==> src/rtl/pipe_hazard_ctrl.sv <==
// pipe_hazard_ctrl
//   Central hazard controller for the 5-stage pipeline.
//   - Operand forwarding selects for the ID stage (fwda / fwdb).
//   - Load-use and divider stalls (wpcir, id_bubble), IF/ID flush on taken
//     branches that are not stalled.
//   - Multi-cycle divider sequencer (div_start / div_busy / div_done).
//   - Saturating stall-cycle counter for performance monitoring.
//
// Ports:
//   clk, clrn                 clock, asynchronous active-high reset
//   id_rs, id_rt              ID-stage source registers
//   id_use_rs, id_use_rt      ID instruction reads rs / rt
//   id_is_div, id_use_hilo    ID instruction is DIV/DIVU, reads HI/LO
//   id_branch_taken           ID branch/jump resolved taken
//   exe_rn/wreg/m2reg         EXE destination, write enable, load flag
//   mem_rn/wreg/m2reg         MEM destination, write enable, load flag
//   fwda, fwdb                00 regfile, 01 exe_alu, 10 mem_alu, 11 mem_mo
//   wpcir                     PC and IF/ID write enable (0 = hold)
//   id_bubble                 load NOP into ID/EXE
//   ifid_flush                clear IF/ID on next edge
//   div_start                 one-cycle divider launch pulse
//   div_busy, div_done        divider running / HI-LO valid pulse
//   stall_cnt                 saturating count of stall cycles
module pipe_hazard_ctrl #(
    parameter int unsigned DIV_LAT = 32,
    parameter int unsigned CNT_W   = 16
) (
    input  logic             clk,
    input  logic             clrn,
    input  logic [4:0]       id_rs,
    input  logic [4:0]       id_rt,
    input  logic             id_use_rs,
    input  logic             id_use_rt,
    input  logic             id_is_div,
    input  logic             id_use_hilo,
    input  logic             id_branch_taken,
    input  logic [4:0]       exe_rn,
    input  logic             exe_wreg,
    input  logic             exe_m2reg,
    input  logic [4:0]       mem_rn,
    input  logic             mem_wreg,
    input  logic             mem_m2reg,
    output logic [1:0]       fwda,
    output logic [1:0]       fwdb,
    output logic             wpcir,
    output logic             id_bubble,
    output logic             ifid_flush,
    output logic             div_start,
    output logic             div_busy,
    output logic             div_done,
    output logic [CNT_W-1:0] stall_cnt
);

    typedef enum logic [1:0] {IDLE, RUN, DONE} div_state_t;

    localparam logic [5:0] CNT_LOAD = 6'(DIV_LAT - 1);

    div_state_t state, state_next;
    logic [5:0] cnt, cnt_next;
    logic       lu, ds, stall;

    // EXE has priority; a load in EXE cannot forward and falls through to MEM.
    function automatic logic [1:0] fwd_sel(
        input logic [4:0] src,
        input logic       use_src,
        input logic [4:0] e_rn,
        input logic       e_wreg,
        input logic       e_m2reg,
        input logic [4:0] m_rn,
        input logic       m_wreg,
        input logic       m_m2reg
    );
        logic [1:0] sel;
        sel = 2'b00;
        if (use_src && (src != 5'd0)) begin
            if (e_wreg && (e_rn == src) && !e_m2reg)
                sel = 2'b01;
            else if (m_wreg && (m_rn == src))
                sel = m_m2reg ? 2'b11 : 2'b10;
        end
        return sel;
    endfunction

    always_comb begin
        fwda = fwd_sel(id_rs, id_use_rs, exe_rn, exe_wreg, exe_m2reg,
                       mem_rn, mem_wreg, mem_m2reg);
        fwdb = fwd_sel(id_rt, id_use_rt, exe_rn, exe_wreg, exe_m2reg,
                       mem_rn, mem_wreg, mem_m2reg);
    end

    always_comb begin
        lu = exe_wreg && exe_m2reg && (exe_rn != 5'd0) &&
             ((id_use_rs && (id_rs == exe_rn)) ||
              (id_use_rt && (id_rt == exe_rn)));
        ds = div_busy && (id_is_div || id_use_hilo);
        stall      = lu || ds;
        wpcir      = !stall;
        id_bubble  = stall;
        ifid_flush = id_branch_taken && !stall;
        div_start  = id_is_div && !stall;
    end

    // State register, countdown and stall counter.
    always_ff @(posedge clk or posedge clrn) begin
        if (clrn) begin
            state     <= IDLE;
            cnt       <= '0;
            stall_cnt <= '0;
        end else begin
            state <= state_next;
            cnt   <= cnt_next;
            if (stall && (stall_cnt != '1))
                stall_cnt <= stall_cnt + CNT_W'(1);
        end
    end

    // cnt holds DIV_LAT-1 on the first RUN cycle and reaches 0 on the edge
    // into DONE, so RUN lasts DIV_LAT-1 cycles and div_done lands exactly
    // DIV_LAT cycles after the div_start cycle.
    always_comb begin
        state_next = state;
        cnt_next   = cnt;
        unique case (state)
            IDLE: begin
                if (div_start) begin
                    state_next = RUN;
                    cnt_next   = CNT_LOAD;
                end
            end
            RUN: begin
                cnt_next = cnt - 6'd1;
                if (cnt <= 6'd1)
                    state_next = DONE;
            end
            DONE: begin
                if (div_start) begin
                    state_next = RUN;
                    cnt_next   = CNT_LOAD;
                end else begin
                    state_next = IDLE;
                end
            end
            default: begin
                state_next = IDLE;
                cnt_next   = '0;
            end
        endcase
    end

    always_comb begin
        div_busy = (state == RUN);
        div_done = (state == DONE);
    end

endmodule

==> config.mk <==
export PLATFORM = sky130hd
export DESIGN_NAME = pipe_hazard_ctrl
export DESIGN_NICKNAME = d
export VERILOG_FILES = /design/src/rtl/pipe_hazard_ctrl.sv
export SDC_FILE = /design/constraint.sdc
export NUM_CORES = 1
export LEC_CHECK = 0
export BUFFER_PORTS_ARGS = -buffer_cell sky130_fd_sc_hd__buf_2
export CAP_MARGIN = 20
export CORE_ASPECT_RATIO = 0.6
export CORE_MARGIN = 3
export CORE_UTILIZATION = 53
export DETAILED_ROUTE_END_ITERATION = 10
export PLACE_DENSITY = 0.87
export SKIP_LAST_GASP = 1
export SLEW_MARGIN = 10
export SYNTH_ARGS = -nofsm -noshare
export SYNTH_HDL_FRONTEND = slang
export SYNTH_SLANG_ARGS = --single-unit
==> constraint.sdc <==
create_clock -name clk -period 4.7 [get_ports clk]
set_input_delay 0.94 -clock clk [delete_from_list [all_inputs] [get_ports clk]]
set_output_delay 0.94 -clock clk [all_outputs]
set_load 0.05 [all_outputs]
==> key figures, run 1 <==
Run status
  – Status: finished, final reports clean

Finish
  – N_diodes: 0
  – Fin area: 1970 um^2
  – Most frequent cells in the layout: 56 x buf_2, 24 x dfrtp_1, 22 x xnor2_1
  – Synth-to-layout area growth: 23.4%
  – Nets: 257
  – Layout cells sized above 1: 0.302
  – Post-route non-filler standard cell count: 262
  – Commonest non-fill, non-tap cell in the layout: buf_2

Clock network
  – Worst skew pair latency: 0.27 ns
  – TritonCTS clock tree: yes
  – CTS Sinks: 24
  – Post_cts resized: 0
  – CTS clock-pin slew for the worst setup and hold paths: 0.08 ns
  – CTS Buffer Depth: 2
  – Hold_buf cts: 0
  – H-tree Lvls: 1
  – Total CTS buffers: 3
  – Root Driver: clkbuf_8
  – Postcts setup bufs: 0

Pwr
  – Combinational share of power: 0.502
  – Total chip power: 1.11 mW
  – Part of the power in registers: 0.335
  – Switching share of power: 0.501
  – P per Cell Area: 565 nW/um^2
  – Max IR drop VDD: 0.604 mV
  – Power share of the clock group: 0.163
  – P_int: 556 uW
  – P_leak: 0.854 nW
  – P_sw: 557 uW

Critical path
  – Cell family with most CP delay: compound AO/OA/AOI/OAI gates
  – Worst path bufs/invs: 2
  – Worst setup EP type: primary output
  – Critical Path Source Type: input port
  – CP max stage cell: a21oi_4
  – Critical Path RT: 3.76 ns
  – Slowest stage delay, CP: 0.43 ns
  – Worst-path cell chain: buf_2 > or3_1 > o311a_1 > a21oi_4 > and2_1 > buf_2
  – CP Max Fanout: 18
  – CP arrival: 2.67 ns
  – Critical Path Most Common Cell: buf_2
  – Critical path type: in -> out

Synthesis
  – Sequential area share after synthesis: 0.376
  – Cells after synthesis: 166
  – Post-synth EDFFs: 0
  – Synth warn: 0
  – Synth top area share: 0.376
  – Net Count, Synth: 200
  – Seq cells post-synth: 24
  – Post-synth top area cell: dfrtp_1
  – Top post-synthesis cells by area: dfrtp_1 38%, xnor2_1 12%, xor2_1 7.7%, nand3_1 2.8%, nor4_1 2.7%
  – Yosys cell types: 39
  – Fraction of registers with async set/reset: 1.00
  – Syn_area_per_cell: 9.62 um^2
  – Synth Flop Type: dfrtp_1
  – Cell area after synthesis: 1600 um^2

Placement
  – Placed cells: 258
  – HPWL Detailed: 3320 um
  – I/O Buffers: 56
  – Cell Area, Placed: 1900 um^2
  – GPL Wtd Cong: 0.943

Route
  – Initial detailed-routing violation count: 120
  – Routed Wire Length: 4150 um
  – Avg WL per Cell: 15.8 um
  – DRC: 0
  – First drt pass iteration count: 4
  – Vias/cell: 5.56
  – DR vias: 1458
  – DRT antenna net count: 0

GRT
  – Met1 Track Usage GR: 0.324
  – GR Layer Usage met3: 0.100
  – Grt met2 use: 0.318
  – Overall Global Routing Usage: 0.228
  – GRT Max-Usage Layer: met1
  – First-pass GRT wire length: 6670 um
  – Initial antenna violation count: 0
  – Maximum number of pins on one net before global-route repair: 25
  – Grt ovf: 0
  – Vias in the first global route: 1371

Timing
  – Clock Skew: 0.00616 ns
  – Final worst-path cycle share: 0.768
  – Setup-failing EPs final: 0
  – Rel. slew slack: 0.406
  – Final hold violations: 0
  – Least-Margin Pin Slew: 0.890 ns
  – Setup repair after global routing missed its margin: false
  – Max Slew Vio Count: 0
  – TNS Setup: 0 ns
  – F_max: 277 MHz
  – Final worst path period need: 3.61 ns

Floorplanning
  – Die width: 76.9 um
  – Top Ports: 57
  – Cell Rows: 14
  – Die area: 3730 um^2
  – Core area: 2680 um^2
  – Initial Utilization: 0.596
  – Die H: 48.5 um

Min path
  – Worst Hold Class: reg -> reg

Job
  – Max-Cap Viols: 0
## final timing paths
path | startpoint | to | slack, ns | cells past startpoint
max in group asynchronous | clrn | stall_cnt[6]$_DFFE_PP0P_ | 3.31 | 2
min in group asynchronous | clrn | stall_cnt[13]$_DFFE_PP0P_ | 0.84 | 2
worst max-delay path | exe_rn[0] | ifid_flush | 1.09 | 6
worst min-delay path | stall_cnt[7]$_DFFE_PP0P_ | stall_cnt[7]$_DFFE_PP0P_ | 0.49 | 1
worst max register to register | stall_cnt[4]$_DFFE_PP0P_ | stall_cnt[1]$_DFFE_PP0P_ | 2.30 | 6
worst min register to register | stall_cnt[7]$_DFFE_PP0P_ | stall_cnt[7]$_DFFE_PP0P_ | 0.49 | 1
## registers in the layout (all words and copies together), names as in the netlist
name,flops
stall_cnt,16
cnt,6
state,2
## synthesized netlist by cell type, drive strengths merged (4+ instances only)
cell    n
dfrtp  24
xnor2  22
xor2   14
nor4b   5
nand2  10
nor4    8
nor3    7
nand4   4
nand3   9
nor2   11
and2    5
o21ai   7
o22ai   4
inv     7
## stage by stage
step | setup WS [ns] | hold slack, ns | util
6_report | 1.09 | 0.490 | 0.735
5_1_grt | 0.978 | 0.539 | 0.735
4_1_cts | 1.09 | 0.493 | 0.735
3_5_place_dp | 1.12 | 0.478 | 0.709
3_3_place_gp | 1.14 | 0.472 | 0.709
2_1_floorplan | 1.13 | 0.462 | -
## area by class of cell
class,count,area [um^2]
sequential,24,601
clock inverter,1,30.0
timing repair buffer,56,280
multi-input combinational,131,942
inverter,7,26.3
tap,40,50.0
clock buffer,3,41.3
fill,193,709
## per-layer routing
metal  up-vias  share of wire
met1       688           0.45
met2        60           0.43
met3         7           0.11
li1        703              -
met5         -              0
met4         0         0.0092
## cell families (layout without fill, tap and decap cells)
| kind of cell | after synthesis | after routing | share of synthesized area |
|---|---|---|---|
| simple gates | 73 | 73 | 0.279 |
| xor+xnor | 36 | 36 | 0.197 |
| flops | 24 | 24 | 0.376 |
| compound gates | 17 | 17 | 0.0768 |
| buf+inv | 11 | 67 | 0.0337 |
| fa+ha+maj | 3 | 3 | 0.0235 |
| mux | 2 | 2 | 0.0133 |
## power by group through the flow
stage               Clock (mW)  Sequential (mW)  Combinational, mW
finish                   0.182            0.373              0.558
CTS                      0.182            0.370              0.561
global placement             0            0.370              0.541
global route             0.195            0.385              0.599
floorplan                    0            0.495              0.294
detailed placement           0            0.373              0.556
Note: power is estimated with default switching activity, not from simulation.
==> run 2, diff against run 1 <==
Settings changed: ABC_AREA set to 1, CORE_UTILIZATION 53 to 52, PLACE_DENSITY 0.87 to 0.84.
Clock period 4.7 ns to 3.6 ns, I/O delays scaled along.
==> key figures, run 2 <==
Run status
  – Status: finished, final reports clean (unchanged)

Pwr
  – P_leak: 1.23 nW (was 0.854 nW)
  – Max IR drop VDD: 0.621 mV (was 0.604 mV)
  – P per Cell Area: 620 nW/um^2 (was 565 nW/um^2)

Clock network
  – CTS Sinks: 24 (unchanged)
  – Hold_buf cts: 0 (unchanged)
  – Post_cts resized: 0 (unchanged)
  – Worst skew pair latency: 0.27 ns (about the same)
  – Root Driver: clkbuf_8 (unchanged)
  – CTS Buffer Depth: 2 (unchanged)
  – CTS clock-pin slew for the worst setup and hold paths: 0.09 ns (was 0.08 ns)
  – H-tree Lvls: 1 (unchanged)
  – Total CTS buffers: 3 (unchanged)
  – TritonCTS clock tree: yes (unchanged)
  – Postcts setup bufs: 0 (unchanged)

GRT
  – GRT Max-Usage Layer: met1 (unchanged)
  – Grt met2 use: 0.301 (was 0.318)
  – GR Layer Usage met3: 0.0549 (was 0.100)
  – Met1 Track Usage GR: 0.334 (was 0.324)
  – Maximum number of pins on one net before global-route repair: 25 (unchanged)
  – Vias in the first global route: 1568 (was 1371)
  – Overall Global Routing Usage: 0.215 (was 0.228)
  – First-pass GRT wire length: 7470 um (was 6670 um)
  – Initial antenna violation count: 0 (unchanged)
  – Grt ovf: 0 (unchanged)

Finish
  – Largest registers: stall_cnt (16), cnt (6), state (2) (unchanged)
  – Largest Register: stall_cnt (unchanged)
  – Largest register FFs: 16 (unchanged)
  – Synth-to-layout area growth: 19.3% (was 23.4%)
  – Layout cells sized above 1: 0.228 (was 0.302)
  – Fin area: 2230 um^2 (was 1970 um^2)
  – Most frequent cells in the layout: 90 x nand2_1, 56 x buf_2, 28 x inv_1 (was 56 x buf_2, 24 x dfrtp_1, 22 x xnor2_1)
  – N_diodes: 0 (unchanged)
  – Commonest non-fill, non-tap cell in the layout: nand2_1 (was buf_2)
  – Filler cells: 307 (was 193)
  – Nets: 359 (was 257)

Timing
  – Setup repair after global routing missed its margin: false (unchanged)
  – Final worst-path cycle share: 0.764
  – F_max: 364 MHz
  – TNS Setup: 0 ns (unchanged)
  – Least-Margin Pin Slew: 0.880 ns (was 0.890 ns)
  – Worst setup margin: 0.850 ns (was 1.09 ns)
  – Setup-failing EPs final: 0 (unchanged)
  – Rel. slew slack: 0.413 (was 0.406)
  – Clock Skew: 0.00950 ns (was 0.00616 ns)
  – Final hold violations: 0 (unchanged)
  – Max Slew Vio Count: 0 (unchanged)
  – Hold_ws: 0.529 ns (was 0.490 ns)
  – Final worst path period need: 2.75 ns

Critical path
  – CP Max Fanout: 16 (was 18)
  – Critical Path Source Type: input port (unchanged)
  – Slowest stage delay, CP: 0.27 ns (was 0.43 ns)
  – CP arrival: 2.03 ns (was 2.67 ns)
  – Worst setup EP type: primary output (unchanged)
  – Worst r2r path cells: 8 (was 6)
  – Critical Path RT: 2.88 ns (was 3.76 ns)
  – R2r setup slk: 1.70 ns (was 2.30 ns)
  – Worst-path cell chain: buf_2 > nor3_1 > nand3_1 > nand3_1 > inv_1 > nand2_1 > nand2_2 > nor2_1 > buf_2 (was buf_2 > or3_1 > o311a_1 > a21oi_4 > and2_1 > buf_2)
  – CP max stage cell: buf_2 (was a21oi_4)
  – Critical path type: in -> out (unchanged)

Route
  – First drt pass iteration count: 7 (was 4)
  – DRC: 0 (unchanged)
  – DR vias: 1875 (was 1458)
  – Avg WL per Cell: 12.4 um (was 15.8 um)
  – DRT antenna net count: 0 (unchanged)
  – Vias/cell: 5.08 (was 5.56)
  – Routed Wire Length: 4560 um (was 4150 um)
  – Initial detailed-routing violation count: 127 (was 120)

Synthesis
  – Syn_area_per_cell: 6.96 um^2 (was 9.62 um^2)
  – Cells after synthesis: 269 (was 166)
  – Synth top cells by count: 90 x nand2_1, 28 x inv_1, 27 x nand3_1 (was 24 x dfrtp_1, 22 x xnor2_1, 14 x xor2_1)
  – Seq cells post-synth: 24 (unchanged)
  – Fraction of registers with async set/reset: 1.00 (unchanged)
  – Synth Flop Type: dfrtp_1 (unchanged)
  – Most frequent cell after synthesis: nand2_1 (was dfrtp_1)
  – Cell area after synthesis: 1870 um^2 (was 1600 um^2)
  – Synth warn: 0 (unchanged)
  – Yosys cell types: 34 (was 39)
  – Net Count, Synth: 303 (was 200)
  – Sequential area share after synthesis: 0.321 (was 0.376)
  – Synth top area share: 0.321 (was 0.376)
  – Post-synth EDFFs: 0 (unchanged)
  – Top post-synthesis cells by area: dfrtp_1 32%, nand2_1 18%, nand3_1 7.2%, inv_1 5.6%, xnor2_1 5.6% (was dfrtp_1 38%, xnor2_1 12%, xor2_1 7.7%, nand3_1 2.8%, nor4_1 2.7%)
  – Post-synth top area cell: dfrtp_1 (unchanged)

Min path
  – Worst Hold Class: reg -> reg (unchanged)
  – Hold path cells: 2 (was 1)

Job
  – Max-Cap Viols: 0 (unchanged)

Floorplanning
  – Die area: 4380 um^2 (was 3730 um^2)
  – Initial Utilization: 0.560 (was 0.596)
  – Core area: 3340 um^2 (was 2680 um^2)
  – Cell Rows: 16 (was 14)
  – Die width: 83.5 um (was 76.9 um)
  – Die H: 52.5 um (was 48.5 um)
  – Top Ports: 57 (unchanged)

Placement
  – HPWL Detailed: 3670 um (was 3320 um)
  – Place WS: 0.852 ns (was 1.12 ns)
  – Cell Area, Placed: 2160 um^2 (was 1900 um^2)
  – GPL Wtd Cong: 0.912 (was 0.943)
  – I/O Buffers: 56 (unchanged)
## run 2: routing by layer
metal	share of wire	vias up
met3	0.086	6
li1	-	983
met4	0.0048	0
met1	0.51	813
met5	0	-
met2	0.40	73
## run 2: layout make-up
cell class	count	area (um^2)	share of cell area
multi-input cells	211	1120	0.500
flip-flops and latches	24	601	0.269
repair buffers	56	280	0.125
inverters	29	109	0.0487
well taps	45	56.3	0.0252
clock buffers	3	41.3	0.0185
clock inverters	1	30.0	0.0134
## run 2: cells by family after synthesis
| kind of cell | after synthesis | share of synthesized area |
|---|---|---|
| DFF | 24 | 0.321 |
| and+or+nand+nor | 162 | 0.386 |
| AOI/OAI and AO/OA | 22 | 0.0782 |
| xor gates and xnor gates | 24 | 0.112 |
| buffers and inverters | 34 | 0.0828 |
| adders and majority gates | 3 | 0.0200 |
## run 2: final timing paths
path	from	to
setup reg to reg	stall_cnt[0]$_DFFE_PP0P_	stall_cnt[14]$_DFFE_PP0P_
hold / removal	stall_cnt[1]$_DFFE_PP0P_	stall_cnt[1]$_DFFE_PP0P_
hold reg to reg	stall_cnt[1]$_DFFE_PP0P_	stall_cnt[1]$_DFFE_PP0P_
setup / recovery	exe_rn[2]	ifid_flush
min in group asynchronous	clrn	cnt[4]$_DFFE_PP0P_
max in group asynchronous	clrn	stall_cnt[14]$_DFFE_PP0P_
## run 2: metrics by stage
stage                util  power (mW)  instances
floorplan               -        1.01        269
global placement    0.647        1.14        365
detailed placement  0.647        1.15        365
CTS                 0.668        1.39        369
global route        0.668        1.49        369
finish              0.668        1.39        369
## run 2: power by group
group	switching [mW]	internal (mW)	total, mW
registers	0.0986	0.346	0.445
clock network	0.0878	0.149	0.237
logic	0.500	0.205	0.705
total	0.686	0.700	1.39
## run 2: critical path, delay by kind of cell
| family | cells | cell delay (ns) |
|---|---|---|
| buffers and inverters | 3 | 0.43 |
| AND/OR/NAND/NOR | 6 | 0.87 |
==> run 3, diff against run 2 <==
Settings changed: CORE_UTILIZATION 52 to 47, PLACE_DENSITY 0.84 to 0.8.
Clock period 3.6 ns to 2.4 ns, I/O delays scaled along.
==> key figures, run 3 (synthesized netlist as in run 2, its figures left out) <==
Timing
  – Max Slew Vio Count: 0 (unchanged)
  – Rel. slew slack: 0.643 (was 0.413)
  – Clock Skew: 0.00241 ns (was 0.00950 ns)
  – Least-Margin Pin Slew: 0.529 ns (was 0.880 ns)
  – Setup-failing EPs final: 0 (unchanged)
  – Worst setup margin: 0.156 ns (was 0.850 ns)
  – F_max: 446 MHz
  – Final worst-path cycle share: 0.935
  – Setup repair after global routing missed its margin: false (unchanged)
  – TNS Setup: 0 ns (unchanged)
  – Final hold violations: 0 (unchanged)
  – Final worst path period need: 2.24 ns

Clock network
  – H-tree Lvls: 1 (unchanged)
  – Postcts setup bufs: 0 (unchanged)
  – CTS Buffer Depth: 2 (unchanged)
  – Total CTS buffers: 3 (unchanged)
  – Post_cts resized: 0 (unchanged)
  – Root Driver: clkbuf_8 (unchanged)
  – CTS Sinks: 24 (unchanged)
  – TritonCTS clock tree: yes (unchanged)
  – Hold_buf cts: 0 (unchanged)
  – CTS clock-pin slew for the worst setup and hold paths: 0.08 ns (was 0.09 ns)
  – Worst skew pair latency: 0.26 ns (was 0.27 ns)

Placement
  – HPWL Detailed: 3720 um (was 3670 um)
  – I/O Buffers: 56 (unchanged)
  – Placed cells: 370 (was 365)
  – Place WS: 0.197 ns (was 0.852 ns)
  – GPL Wtd Cong: 0.918 (was 0.912)

Finish
  – Nets: 362 (was 359)
  – Synth-to-layout area growth: 20.3% (was 19.3%)
  – Commonest non-fill, non-tap cell in the layout: nand2_1 (unchanged)
  – Post-route non-filler standard cell count: 374 (was 369)
  – Largest registers: stall_cnt (16), cnt (6), state (2) (unchanged)
  – Largest Register: stall_cnt (unchanged)
  – Filler cells: 367 (was 307)
  – Most frequent cells in the layout: 90 x nand2_1, 56 x buf_2, 28 x inv_1 (unchanged)
  – N_diodes: 0 (unchanged)
  – Layout cells sized above 1: 0.242 (was 0.228)
  – Largest register FFs: 16 (unchanged)

Critical path
  – Critical path type: in -> out (unchanged)
  – Critical Path Source Type: input port (unchanged)
  – CP arrival: 1.76 ns (was 2.03 ns)
  – Worst setup EP type: primary output (unchanged)
  – CP Max Fanout: 3 (was 16)
  – R2r setup slk: 0.52 ns (was 1.70 ns)
  – Critical Path RT: 1.92 ns (was 2.88 ns)

Pwr
  – Max IR drop VDD: 0.853 mV (was 0.621 mV)
  – P per Cell Area: 896 nW/um^2 (was 620 nW/um^2)
  – Total chip power: 2.02 mW (was 1.39 mW)
  – P_leak: 1.24 nW (was 1.23 nW)

Route
  – DR vias: 1905 (was 1875)
  – DRT antenna net count: 0 (unchanged)
  – First drt pass iteration count: 4 (was 7)
  – Vias/cell: 5.09 (was 5.08)
  – Routed Wire Length: 4590 um (was 4560 um)
  – Initial detailed-routing violation count: 87 (was 127)
  – Avg WL per Cell: 12.3 um (was 12.4 um)
  – DRC: 0 (unchanged)

Job
  – Max-Cap Viols: 0 (unchanged)

Floorplanning
  – Core area: 3740 um^2 (was 3340 um^2)
  – Die area: 4800 um^2 (was 4380 um^2)
  – Top Ports: 57 (unchanged)
  – Die width: 87.5 um (was 83.5 um)
  – Die H: 54.9 um (was 52.5 um)
  – Initial Utilization: 0.500 (was 0.560)
  – Cell Rows: 17 (was 16)

GRT
  – Vias in the first global route: 1618 (was 1568)
  – Overall Global Routing Usage: 0.202 (was 0.215)
  – Maximum number of pins on one net before global-route repair: 25 (unchanged)
  – Grt ovf: 0 (unchanged)
  – Initial antenna violation count: 0 (unchanged)
  – First-pass GRT wire length: 7470 um (unchanged)

Run status
  – Status: finished, final reports clean (unchanged)

Min path
  – Worst Hold Class: in -> async (was reg -> reg)
-- run 3: changes by cell type in the layout (fill, tap and decap cells not counted) --
cell / delta
o31ai_2: +2
clkbuf_8: +1
o31ai_1: -2
buf_4: +3
bufinv_16: -1
-- run 3: final cells by class --
cell class	count	area [um^2]	share of cell area
multi-input cells	211	1130	0.500
flip-flops and latches	24	601	0.267
repair buffers	59	303	0.134
inverters	29	109	0.0483
well taps	47	58.8	0.0261
clock buffers	4	55.1	0.0244
-- run 3: path summary, 6_finish.rpt --
check | from | to | cells past startpoint
setup / recovery | id_rt[2] | fwdb[0] | 8
hold / removal | clrn | cnt[4]$_DFFE_PP0P_ | 3
setup reg to reg | stall_cnt[0]$_DFFE_PP0P_ | stall_cnt[15]$_DFFE_PP0P_ | 8
hold reg to reg | stall_cnt[1]$_DFFE_PP0P_ | stall_cnt[1]$_DFFE_PP0P_ | 2
max in group asynchronous | clrn | stall_cnt[8]$_DFFE_PP0P_ | 3
min in group clk | stall_cnt[1]$_DFFE_PP0P_ | stall_cnt[1]$_DFFE_PP0P_ | 2
-- run 3: metal layers --
metal,share of wire,up-vias,global-route usage
met1,0.51,851,0.311
met5,0,-,0
met2,0.39,70,0.281
met3,0.094,2,0.0503
li1,-,982,-
met4,0.0041,0,0.0383
-- run 3: where the power goes --
part,switching [mW],internal (mW)
Sequential,0.149,0.520
Combinational,0.762,0.319
Clock,0.123,0.146
Total,1.03,0.985
-- run 3: worst max-delay path: stages --
cell and delay, ns:
buf_2 0.12, xnor2_1 0.15, nand3_1 0.07, or2_2 0.27
nor2_1 0.21, nand2_1 0.10, o31ai_2 0.06, buf_2 0.30
-- run 3: stage by stage --
stage	cell area, um^2	hold WS, ns	utilization
6_report	2250	0.247	0.602
3_5_place_dp	2200	0.529	0.587
3_3_place_gp	2200	0.520	0.587
2_1_floorplan	1880	0.495	-
5_1_grt	2250	0.271	0.602
4_1_cts	2250	0.253	0.602
